`config.mk`:
```
export PLATFORM = sky130hd
export DESIGN_NAME = instr_mem_arbiter_flat
export DESIGN_NICKNAME = d
export VERILOG_FILES = /design/src/rtl/instr_mem_pkg.sv /design/src/rtl/instr_mem_arbiter_if.sv /design/src/rtl/instr_addr_check.sv /design/src/rtl/instr_mem_arbiter.sv /design/src/flat_wrapper.sv
export SDC_FILE = /design/constraint.sdc
export NUM_CORES = 1
export LEC_CHECK = 0
export CAP_MARGIN = 0
export CORE_UTILIZATION = 39
export CTS_CLUSTER_DIAMETER = 120
export DETAILED_ROUTE_END_ITERATION = 10
export PLACE_DENSITY = 0.95
export SLEW_MARGIN = 20
export SYNTH_ARGS = -nofsm -noshare
export SYNTH_HDL_FRONTEND = slang
export SYNTH_SLANG_ARGS = --single-unit
```
`constraint.sdc`:
```
create_clock -name clk_i -period 3.6 [get_ports clk_i]
set_clock_uncertainty 0.15 [all_clocks]
set_input_delay 0.9 -clock clk_i [delete_from_list [all_inputs] [get_ports clk_i]]
set_output_delay 0.9 -clock clk_i [all_outputs]
set_load 0.02 [all_outputs]
```
`src/rtl/instr_mem_pkg.sv`:
```
// Shared types and helpers for the instruction-memory arbiter slice.
// Holds the default geometry, the arbitration state type and the fetch range check.
package instr_mem_pkg;

    localparam int DEPTH_DEF = 32;
    localparam int AW_DEF    = 5;

    typedef enum logic {
        LOAD_PRI  = 1'b0,
        FETCH_PRI = 1'b1
    } arb_state_t;

    function automatic logic word_in_range(input logic [31:0] addr,
                                           input int unsigned depth = DEPTH_DEF);
        return addr < (depth * 4);
    endfunction

endpackage

```
`src/rtl/instr_mem_arbiter_if.sv`:
```
// Fetch, loader and memory-side signals of the instruction-memory arbiter.
// master = CPU/loader/memory environment, slave = the arbiter itself.
interface instr_mem_arbiter_if #(
    parameter int AW = instr_mem_pkg::AW_DEF
);
    logic          f_req;
    logic [31:0]   f_addr;
    logic          f_gnt;
    logic          f_valid;
    logic [31:0]   f_instr;
    logic          f_err;

    logic          l_req;
    logic [AW-1:0] l_addr;
    logic [31:0]   l_wdata;
    logic          l_gnt;

    logic          mem_en;
    logic          mem_we;
    logic [AW-1:0] mem_addr;
    logic [31:0]   mem_wdata;
    logic [31:0]   mem_rdata;

    modport master (
        output f_req, f_addr, l_req, l_addr, l_wdata, mem_rdata,
        input  f_gnt, f_valid, f_instr, f_err, l_gnt,
               mem_en, mem_we, mem_addr, mem_wdata
    );

    modport slave (
        input  f_req, f_addr, l_req, l_addr, l_wdata, mem_rdata,
        output f_gnt, f_valid, f_instr, f_err, l_gnt,
               mem_en, mem_we, mem_addr, mem_wdata
    );

endinterface

```
`src/rtl/instr_addr_check.sv`:
```
// Decodes a fetch byte address into a word index and flags misaligned/out-of-range PCs.
// Purely combinational, no latency, no backpressure.
module instr_addr_check
    import instr_mem_pkg::*;
#(
    parameter int DEPTH = DEPTH_DEF,
    parameter int AW    = AW_DEF
) (
    input  logic [31:0]   addr,
    output logic [AW-1:0] word,
    output logic          err
);

    assign word = addr[AW+1:2];
    assign err  = (addr[1:0] != 2'b00) || !word_in_range(addr, DEPTH);

endmodule

```
`src/rtl/instr_mem_arbiter.sv`:
```
// Arbitrates the single-port instruction memory between fetch and loader; fetch data 1 cycle after grant.
// Requesters hold req until gnt; loader bursts are capped at MAX_BURST while fetch waits.
module instr_mem_arbiter
    import instr_mem_pkg::*;
#(
    parameter int DEPTH     = DEPTH_DEF,
    parameter int AW        = AW_DEF,
    parameter int MAX_BURST = 4
) (
    input  logic                 clk_i,
    input  logic                 rst_i,
    instr_mem_arbiter_if.slave   bus
);

    localparam int            BW         = (MAX_BURST > 1) ? $clog2(MAX_BURST) : 1;
    localparam logic [BW-1:0] BURST_LAST = BW'(MAX_BURST - 1);

    arb_state_t    state;
    logic [BW-1:0] burst_cnt;
    logic          valid_q;
    logic          rd_pend;
    logic          err_q;
    logic [31:0]   instr_q;

    logic [AW-1:0] f_word;
    logic          f_bad;
    logic          f_gnt;
    logic          l_gnt;

    instr_addr_check #(
        .DEPTH (DEPTH),
        .AW    (AW)
    ) u_addr_check (
        .addr  (bus.f_addr),
        .word  (f_word),
        .err   (f_bad)
    );

    // Grants are forced low while reset is held so nothing reaches the memory.
    always_comb begin
        f_gnt = 1'b0;
        l_gnt = 1'b0;
        if (rst_i) begin
            if (state == FETCH_PRI) begin
                f_gnt = bus.f_req;
                l_gnt = bus.l_req & ~bus.f_req;
            end else begin
                l_gnt = bus.l_req;
                f_gnt = bus.f_req & ~bus.l_req;
            end
        end
    end

    assign bus.f_gnt     = f_gnt;
    assign bus.l_gnt     = l_gnt;
    assign bus.mem_en    = l_gnt | (f_gnt & ~f_bad);
    assign bus.mem_we    = l_gnt;
    assign bus.mem_addr  = l_gnt ? bus.l_addr  : f_word;
    assign bus.mem_wdata = l_gnt ? bus.l_wdata : 32'h0;

    // The memory's read register is the first stage of f_instr; instr_q keeps it afterwards.
    assign bus.f_valid = valid_q;
    assign bus.f_err   = err_q;
    assign bus.f_instr = rd_pend ? bus.mem_rdata : instr_q;

    always_ff @(posedge clk_i or negedge rst_i) begin
        if (!rst_i) begin
            state     <= LOAD_PRI;
            burst_cnt <= '0;
            valid_q   <= 1'b0;
            rd_pend   <= 1'b0;
            err_q     <= 1'b0;
            instr_q   <= 32'h0;
        end else begin
            valid_q <= f_gnt;
            rd_pend <= f_gnt & ~f_bad;
            if (rd_pend) begin
                instr_q <= bus.mem_rdata;
            end
            if (f_gnt) begin
                err_q <= f_bad;
                if (f_bad) begin
                    instr_q <= 32'h0;
                end
            end

            case (state)
                LOAD_PRI: begin
                    if (!bus.f_req) begin
                        burst_cnt <= '0;
                    end else if (l_gnt) begin
                        if (burst_cnt == BURST_LAST) begin
                            state     <= FETCH_PRI;
                            burst_cnt <= '0;
                        end else begin
                            burst_cnt <= burst_cnt + 1'b1;
                        end
                    end else begin
                        // Fetch was served alone, so the loader streak is broken.
                        burst_cnt <= '0;
                    end
                end
                FETCH_PRI: begin
                    state     <= LOAD_PRI;
                    burst_cnt <= '0;
                end
                default: begin
                    state     <= LOAD_PRI;
                    burst_cnt <= '0;
                end
            endcase
        end
    end

endmodule
```
`src/flat_wrapper.sv`:
```
// flat-port wrapper written by rule: the top's interface ports become plain ports
module instr_mem_arbiter_flat import instr_mem_pkg::*;
#(
    parameter int DEPTH     = DEPTH_DEF,
    parameter int AW        = AW_DEF,
    parameter int MAX_BURST = 4
)
  (clk_i, rst_i, bus_f_req, bus_f_addr, bus_l_req, bus_l_addr, bus_l_wdata, bus_mem_rdata, bus_f_gnt, bus_f_valid, bus_f_instr, bus_f_err, bus_l_gnt, bus_mem_en, bus_mem_we, bus_mem_addr, bus_mem_wdata);
  instr_mem_arbiter_if #(.AW(AW)) bus_i ();
  input  logic clk_i;
  input  logic rst_i;
  input wire logic [$bits(bus_i.f_req)-1:0] bus_f_req;
  input wire logic [$bits(bus_i.f_addr)-1:0] bus_f_addr;
  input wire logic [$bits(bus_i.l_req)-1:0] bus_l_req;
  input wire logic [$bits(bus_i.l_addr)-1:0] bus_l_addr;
  input wire logic [$bits(bus_i.l_wdata)-1:0] bus_l_wdata;
  input wire logic [$bits(bus_i.mem_rdata)-1:0] bus_mem_rdata;
  output wire logic [$bits(bus_i.f_gnt)-1:0] bus_f_gnt;
  output wire logic [$bits(bus_i.f_valid)-1:0] bus_f_valid;
  output wire logic [$bits(bus_i.f_instr)-1:0] bus_f_instr;
  output wire logic [$bits(bus_i.f_err)-1:0] bus_f_err;
  output wire logic [$bits(bus_i.l_gnt)-1:0] bus_l_gnt;
  output wire logic [$bits(bus_i.mem_en)-1:0] bus_mem_en;
  output wire logic [$bits(bus_i.mem_we)-1:0] bus_mem_we;
  output wire logic [$bits(bus_i.mem_addr)-1:0] bus_mem_addr;
  output wire logic [$bits(bus_i.mem_wdata)-1:0] bus_mem_wdata;
  assign bus_i.f_req = bus_f_req;
  assign bus_i.f_addr = bus_f_addr;
  assign bus_i.l_req = bus_l_req;
  assign bus_i.l_addr = bus_l_addr;
  assign bus_i.l_wdata = bus_l_wdata;
  assign bus_i.mem_rdata = bus_mem_rdata;
  assign bus_f_gnt = bus_i.f_gnt;
  assign bus_f_valid = bus_i.f_valid;
  assign bus_f_instr = bus_i.f_instr;
  assign bus_f_err = bus_i.f_err;
  assign bus_l_gnt = bus_i.l_gnt;
  assign bus_mem_en = bus_i.mem_en;
  assign bus_mem_we = bus_i.mem_we;
  assign bus_mem_addr = bus_i.mem_addr;
  assign bus_mem_wdata = bus_i.mem_wdata;
  instr_mem_arbiter #(.DEPTH(DEPTH), .AW(AW), .MAX_BURST(MAX_BURST)) u_core (.clk_i(clk_i), .rst_i(rst_i), .bus(bus_i));
endmodule
```
==> metrics.md, run 1 <==
| Metric | Value |
|---|---|
| Total I/O pin count | 180 |
| Number of antenna violations at the first check in global routing | 0 |
| Cell with the biggest individual delay on the critical path | sky130_fd_sc_hd__clkdlybuf4s50_1 |
| Ant. Diodes | 0 |
| Final cell area excluding filler cells | 4586 sq um |
| Area fraction in compound gates after synthesis | 18.77% |
| Clock tree root buffer cell | sky130_fd_sc_hd__clkbuf_8 |
| Clock-pin slew reported for the worst setup and hold paths after clock tree synthesis | 0.07 ns |
| Number of buffers on the longest clock path | 2 |
| IR Drop Worst-Case VDD | approximately 0.17 mV |
| Top delay family on crit path | buffers and inverters |
| Worst Hold Endpoint | u_core.burst_cnt[0] |
| Power per unit of standard cell area | 213.7 nW/um^2 |
| Commonest cells after routing, fill and taps aside | 138 x sky130_fd_sc_hd__clkdlybuf4s50_1, 38 x sky130_fd_sc_hd__dlygate4sd2_1, 38 x sky130_fd_sc_hd__dfrtp_1 |
| Crit path largest cell delay | 0.49 ns |
| CP arrival | 2.47 ns |
| Number of cells on the worst hold path | 1 |
| CTS tree | built |
| Overall die width | 84.06 um |
| Number of global-route vias before repair | 2589 |
| Main combinational cell family by area after synthesis | simple AND/OR/NAND/NOR gates |
| Number of buffers added by the clock tree synthesis step | 5 |
| Number of placement rows | 29 |
| Layout filler cell count | 513 |
| Final non-filler cell total | about 480 |
| MaxCap Viol Count | 0 |
| Leading cell type in the layout, fill and taps excluded | sky130_fd_sc_hd__clkdlybuf4s50_1 |
| Pin count of the biggest net entering global routing | 36 |
| Tightest Pin Transition | between 0.5 and 0.6 ns |
| Total count of hold-check failures in the final report | 0 |
| Die Footprint | 7066 sq um |
| Data required time at the worst endpoint | 2.55 ns |
| Static leakage power | 1.903 nW |
| Post-DP HPWL | 6.690 mm |
| Share of the cycle needed by the critical path after routing | 97.90% |
| Warnings from Yosys | 0 |
| Count of different cell masters after synthesis | 28 |
| Max Freq | 283.7 MHz |
| Adder and majority cell fraction of the synthesized area | 0.4764% |
| Post-synthesis mux area share | 15.86% |
| Worst setup SP type | input port |
| Cell breakdown of the critical path | clkdlybuf4s50_1 -> nand2_1 -> nor2_4 -> buf_12 -> mux2_1 -> dlygate4sd2_1 |
| Critical path capture point type | primary output |
| Number of iterations in the first detailed-routing pass | 7 |
| DRC | 16 |
| Placed cell count | 468 |
| Worst relative slew slack | 62.08% |
| Final number of max-transition violations | 0 |
| Fraction of the yosys area taken by sequential cells | 36.21% |
| Post-synthesis instance total | 222 |
| HP Start | u_core.burst_cnt[0] |
| DRT iter0 DRCs | ~130 |
| Synthesized-area fraction occupied by xor and xnor cells | 0% |
| Post-synthesis area per instance | 11.83 sq um |
| Internal reg-to-reg setup slack | between 2 and 2.5 ns |
| Avg WL per Cell | ~18 um |
| Vertical die dimension | 84.06 um |
| Core outline area | 6422 sq um |
| DRT Wirelength | roughly 8.7 mm |
| CP Buf/Inv Count | 3 |
| Post-placement cell area | about 4500 sq um |
| H-tree levels | 2 |
| Number of buffers added to fix hold violations after cts | 0 |
| Vias | about 2500 |
| Growth of design area from synthesis to finish | 74.61% |
| Quantity of I/O buffers inserted on ports | approximately 180 |
| Unrepaired setup endpoints after global routing | false |
| Top fanout value on the critical path | 8 |
| Worst setup path start | bus_l_req |
| Final net count | 504 |
| Remaining number of nets flagged by the antenna check after routing | 0 |
| Hold WC Path Type | reg -> reg |
| Worst Hold Slack | about 0.32 ns |
| First-pass GRT wire length | 13.58 mm |
| Routability congestion estimate | 0.8518 |
| Starting density of the core | 40.89% |
| Startpoint of the worst register-to-register path | u_core.state |
| Gr ovfl total | 0 |
| Worst Setup Path Type | in -> out |
| Share of layout cells above drive strength 1 | 24.56% |
| Vias/cell | 5.330 |
| Critical path depth | 6 |
| Shortest period the worst path allows | 3.525 ns |
| Insertion delay to the later sink of the worst-skew pair | 0.28 ns |
| Endpoint of the most critical register-to-register path | u_core.bus.f_err |
| Synthesis-stage register bit count | 38 |
| Total nets after synthesis | roughly 330 |
| Violations in the final reports | design-rule violations |
| Cell area after technology mapping | 2626 sq um |
| Area fraction in and, or, nand and nor cells after synthesis | 22.68% |
| Run status | complete, but fails checks |
| Total number of clock tree sinks | 38 |
| GRT Total Usage | 24.37% |
| Setup violators final | 0 |
| Total design power | 979.9 uW |
| Setup Total Neg Slack | 0 ns |
| Count of cells along the worst register-to-register path | 4 |
worst max path at each step:
| stage | end | slack (ns) |
|---|---|---|
| final | bus_mem_addr[2] | 0.08 |
| after CTS | bus_mem_en | 0.0006 |
| after floorplan | bus_mem_en | 0.45 |
| after global placement | bus_mem_en | -0.36 |
| after detailed placement | bus_mem_en | -0.32 |
| after global routing | bus_f_gnt | 0.002 |
report_power, final:
part / leakage, nW / internal, mW / total (mW) / switching [mW]
Sequential: 0.525 / 0.427 / 0.428 / 0.000460
Clock: 0.0472 / 0.154 / 0.305 / 0.151
Combinational: 1.33 / 0.145 / 0.247 / 0.102
Total: 1.90 / 0.726 / 0.980 / 0.254
synthesized netlist by cell type:
library cell	count	share of area, %
sky130_fd_sc_hd__nor2b_1	1	0.24
sky130_fd_sc_hd__nor4b_1	1	0.33
sky130_fd_sc_hd__o31a_1	1	0.33
sky130_fd_sc_hd__o2bb2ai_1	2	0.67
sky130_fd_sc_hd__nand2_1	2	0.29
sky130_fd_sc_hd__mux2_2	32	14
sky130_fd_sc_hd__clkbuf_1	4	0.57
sky130_fd_sc_hd__buf_4	6	1.7
sky130_fd_sc_hd__buf_2	12	2.3
sky130_fd_sc_hd__nand4_1	32	7.6
sky130_fd_sc_hd__and2_1	35	8.3
sky130_fd_sc_hd__nor4_2	4	1.9
sky130_fd_sc_hd__inv_2	1	0.14
sky130_fd_sc_hd__nor3_1	1	0.19
sky130_fd_sc_hd__nand4_4	1	0.81
sky130_fd_sc_hd__ha_1	1	0.48
sky130_fd_sc_hd__nor4_4	2	1.6
sky130_fd_sc_hd__mux2_1	5	2.1
sky130_fd_sc_hd__buf_6	3	1.3
sky130_fd_sc_hd__nor2_1	2	0.29
sky130_fd_sc_hd__nor3_2	1	0.38
sky130_fd_sc_hd__or2_1	1	0.24
sky130_fd_sc_hd__o32ai_1	1	0.33
sky130_fd_sc_hd__nand2b_1	1	0.24
sky130_fd_sc_hd__nand3_1	1	0.19
sky130_fd_sc_hd__o21bai_1	1	0.29
sky130_fd_sc_hd__o2bb2ai_2	30	17
sky130_fd_sc_hd__dfrtp_1	38	36
state kept, by name, summed over array words and instances, names as in the netlist:
| name | count |
|---|---|
| u_core.bus.f_valid | 1 |
| u_core.state | 1 |
| u_core.burst_cnt | 2 |
| u_core.rd_pend | 1 |
| u_core.bus.f_err | 1 |
| u_core.instr_q | 32 |
cells by family after synthesis:
kind of cell	Yosys count
AND/OR/NAND/NOR	85
adder cells (fa/ha/maj)	1
AO/OA/AOI/OAI	35
multiplexers	37
buffers and inverters	26
flip-flops	38
final cells by class:
type | instances | area [sq um] | area share [%]
sequential | 38 | 950.9 | 20.74
inverter | 1 | 3.754 | 0.08186
timing repair buffer | 194 | 1891 | 41.23
tap | 77 | 96.34 | 2.101
clock buffer | 6 | 82.58 | 1.801
clock inverter | 2 | 12.51 | 0.2729
multi-input combinational | 158 | 1549 | 33.78
through the flow:
| stage | util [%] | worst slack [ns] |
|---|---|---|
| after floorplan | - | 0.4525 |
| after global placement | 70.29 | -0.3569 |
| after detailed placement | 70.29 | -0.3173 |
| after CTS | 71.23 | 0.0006033 |
| after global routing | 71.40 | 0.002399 |
| final | 71.40 | 0.07547 |
metal layers:
layer	global-route usage, %	vias to the layer above	part of all wire, %
li1	-	1194	-
met4	5.799	0	1.8
met3	4.748	15	5.8
met1	31.36	1225	42
met5	0	-	0
met2	42.03	103	50
repair_timing:
item,CTS,global route
setup buffers,0,0
setup endpoints to repair,39,8
pin swaps,0,0
gates resized for setup,42,5
(Power assumes the default switching activity.)
==> inputs of run 2 (changes only) <==
--- a/config.mk
+++ b/config.mk
@@ -6,10 +6,10 @@
 export NUM_CORES = 1
 export LEC_CHECK = 0
 export CAP_MARGIN = 0
-export CORE_UTILIZATION = 39
+export CORE_UTILIZATION = 36
 export CTS_CLUSTER_DIAMETER = 120
 export DETAILED_ROUTE_END_ITERATION = 10
-export PLACE_DENSITY = 0.95
+export PLACE_DENSITY = 0.92
 export SLEW_MARGIN = 20
 export SYNTH_ARGS = -nofsm -noshare
 export SYNTH_HDL_FRONTEND = slang
==> constraint.sdc (replaced) <==
create_clock -name clk_i -period 3.6 [get_ports clk_i]
set_clock_uncertainty 0.15 [all_clocks]
set_input_delay 0.9 -clock clk_i [delete_from_list [all_inputs] [get_ports clk_i]]
set_output_delay 0.9 -clock clk_i [all_outputs]
set_load 0.1 [all_outputs]
==> metrics.md, run 2 (synthesis results as in run 1) <==
| Metric | Value |
|---|---|
| Worst Setup Path Type | in -> out |
| Cell with the biggest individual delay on the critical path | sky130_fd_sc_hd__clkdlybuf4s50_1 |
| Final cell area excluding filler cells | 5326 sq um (+16%) |
| Top delay family on crit path | buffers and inverters |
| DRC | 0 (-16) |
| Pin count of the biggest net entering global routing | 35 (-2.8%) |
| Setup violators final | 0 (unchanged) |
| Worst relative slew slack | 61.72% (-0.36 points) |
| Vias | 2595 (+2.3%) |
| First-pass GRT wire length | 13.94 mm (+2.6%) |
| Critical path capture point type | primary output |
| Utilization after layout | 77.12% (+5.7 points) |
| Leading cell type in the layout, fill and taps excluded | sky130_fd_sc_hd__clkdlybuf4s50_1 |
| CP Buf/Inv Count | 3 (unchanged) |
| Share of the cycle needed by the critical path after routing | 97.44% (-0.46 points) |
| MaxCap Viol Count | 0 (unchanged) |
| Commonest cells after routing, fill and taps aside | 103 x sky130_fd_sc_hd__clkdlybuf4s50_1, 74 x sky130_fd_sc_hd__buf_12, 38 x sky130_fd_sc_hd__dfrtp_1 |
| Startpoint of the worst register-to-register path | u_core.rd_pend |
| Number of antenna violations at the first check in global routing | 0 (unchanged) |
| Worst setup path start | bus_f_req |
| H-tree levels | 2 (unchanged) |
| Die Footprint | 7641 sq um (+8.1%) |
| Core outline area | 6907 sq um (+7.5%) |
| DP Worst Slack | 0.05965 ns (+0.3770 ns) |
| Post-DP HPWL | 7.085 mm (+5.9%) |
| Shortest period the worst path allows | 3.508 ns (-0.01658 ns) |
| Insertion delay to the later sink of the worst-skew pair | 0.29 ns (about the same) |
| CP arrival | 2.46 ns (about the same) |
| Run status | complete, no violations |
| Final non-filler cell total | 490 (+2.9%) |
| GRT Total Usage | 23.96% (-0.41 points) |
| Number of global-route vias before repair | 2774 (+7.1%) |
| Avg WL per Cell | 18.71 um (+2.3%) |
| Worst setup SP type | input port |
| Static leakage power | 2.081 nW (+9.4%) |
| Post-placement cell area | 5201 sq um (+15%) |
| Routability congestion estimate | 0.7436 (-13%) |
| Number of buffers added to fix hold violations after cts | 0 (unchanged) |
| Cell breakdown of the critical path | clkdlybuf4s50_1 -> and2_1 -> nor2_4 -> buf_12 -> mux2_1 -> buf_12 |
| Ant. Diodes | 0 (unchanged) |
| Share of layout cells above drive strength 1 | 42.64% (+18 points) |
| Clock tree root buffer cell | sky130_fd_sc_hd__clkbuf_8 |
| DRT iter0 DRCs | 70 (-45%) |
| Number of placement rows | 30 (+3.4%) |
| Number of buffers on the longest clock path | 2 (unchanged) |
| Tightest Pin Transition | 0.5743 ns (+0.005422 ns) |
| Max Freq | 285.1 MHz (+0.47%) |
| Final number of max-transition violations | 0 (unchanged) |
| Unrepaired setup endpoints after global routing | false |
| Clock-pin slew reported for the worst setup and hold paths after clock tree synthesis | 0.07 ns (about the same) |
| Final net count | 499 (-0.99%) |
| Growth of design area from synthesis to finish | 102.8% |
| Final worst-path setup slack | 0.09205 ns (+0.01658 ns) |
| Number of iterations in the first detailed-routing pass | 4 (-3) |
| Largest register by flop count | u_core.instr_q |
| Total I/O pin count | 180 (unchanged) |
| IR Drop Worst-Case VDD | 0.1389 mV (-19%) |
| Crit path largest cell delay | 0.46 ns (-0.03 ns) |
| Starting density of the core | 38.03% (-2.9 points) |
| Power per unit of standard cell area | 222.2 nW/um^2 (+4.0%) |
| Total design power | 1.184 mW (+21%) |
| Quantity of I/O buffers inserted on ports | 179 (unchanged) |
| Max FFs per register | 32 (unchanged) |
| Hold WC Path Type | in -> async |
| Placed cell count | 481 (+2.8%) |
| Data required time at the worst endpoint | 2.55 ns (about the same) |
| Vertical die dimension | 87.41 um (+4.0%) |
| CTS tree | built |
| Vias/cell | 5.296 (-0.64%) |
| Biggest registers after layout | u_core.instr_q x32, u_core.burst_cnt x2 |
| Total count of hold-check failures in the final report | 0 (unchanged) |
| Overall die width | 87.41 um (+4.0%) |
| Remaining number of nets flagged by the antenna check after routing | 0 (unchanged) |
| Gr ovfl total | 0 (unchanged) |
| DRT Wirelength | 9.167 mm (+5.3%) |
| Cell occurring most often along the worst timing path | sky130_fd_sc_hd__buf_12 |
| Number of buffers added by the clock tree synthesis step | 5 (unchanged) |
| Total number of clock tree sinks | 38 (unchanged) |
| Top fanout value on the critical path | 17 (+9) |
| Post-CTS repair timing setup buffer count | 0 (unchanged) |
## run 2: metal layers
metal / GRT usage (%) / routed length [um] / vias up
met5: 0 / 0 / -
met2: 44.96 / 5074 / 155
met4: 8.644 / 222 / 0
met3: 4.834 / 674 / 19
li1: - / - / 1181
met1: 26.52 / 3196 / 1240
## run 2: timing repair
action	CTS	global route
gates resized for setup	0	1
endpoints found under the setup margin	0	1
endpoints found under the hold margin	0	0
## run 2: final cells by class
type                    count  area [sq um]
repair buffers            189          2618
fillers                   449          1580
multi-input cells         158          1539
flip-flops and latches     38         950.9
well taps                  96         120.1
clock buffers               6         82.58
clock inverters             2         12.51
inverters                   1         3.754
## run 2: worst reg2reg max path, delay by kind of cell, from the launching register on
family / cells / cell delay (ns)
AOI/OAI and AO/OA: 1 / 0.08
buffers and inverters: 1 / 0.39
DFF: 1 / 0.43
muxes: 1 / 0.46
and+or+nand+nor: 1 / 0.14
## run 2: through the flow
step | TNS, ns | hold WS, ns
6_report | 0 | 0.2853
5_1_grt | 0 | 0.2846
4_1_cts | 0 | 0.2799
3_5_place_dp | 0 | 0.2965
3_3_place_gp | 0 | 0.2752
2_1_floorplan | -0.2504 | 0.2657
## run 2: worst paths after layout
path / end / slack (ns) / depth (start not counted)
max reg2reg: u_core.instr_q[31] / 1.81 / 4
min reg2reg: u_core.burst_cnt[0] / 0.30 / 1
min: u_core.bus.f_err / 0.29 / 1
max: bus_mem_addr[0] / 0.09 / 6
min in group clk_i: u_core.burst_cnt[0] / 0.30 / 1
max in group asynchronous: u_core.instr_q[7] / 2.35 / 2
## run 2: report_power, final
group          internal (mW)  switching (mW)  total (mW)
sequential             0.427        0.000516       0.428
combinational          0.199           0.242       0.441
clock                  0.154           0.160       0.314
total                  0.781           0.403        1.18
==> inputs of run 3 (changes only) <==
--- a/config.mk
+++ b/config.mk
@@ -14,3 +14,4 @@
 export SYNTH_ARGS = -nofsm -noshare
 export SYNTH_HDL_FRONTEND = slang
 export SYNTH_SLANG_ARGS = --single-unit
+export TNS_END_PERCENT = 100
==> results of run 3 <==
The final DEF is identical to that of run 2; final timing and power are the same.
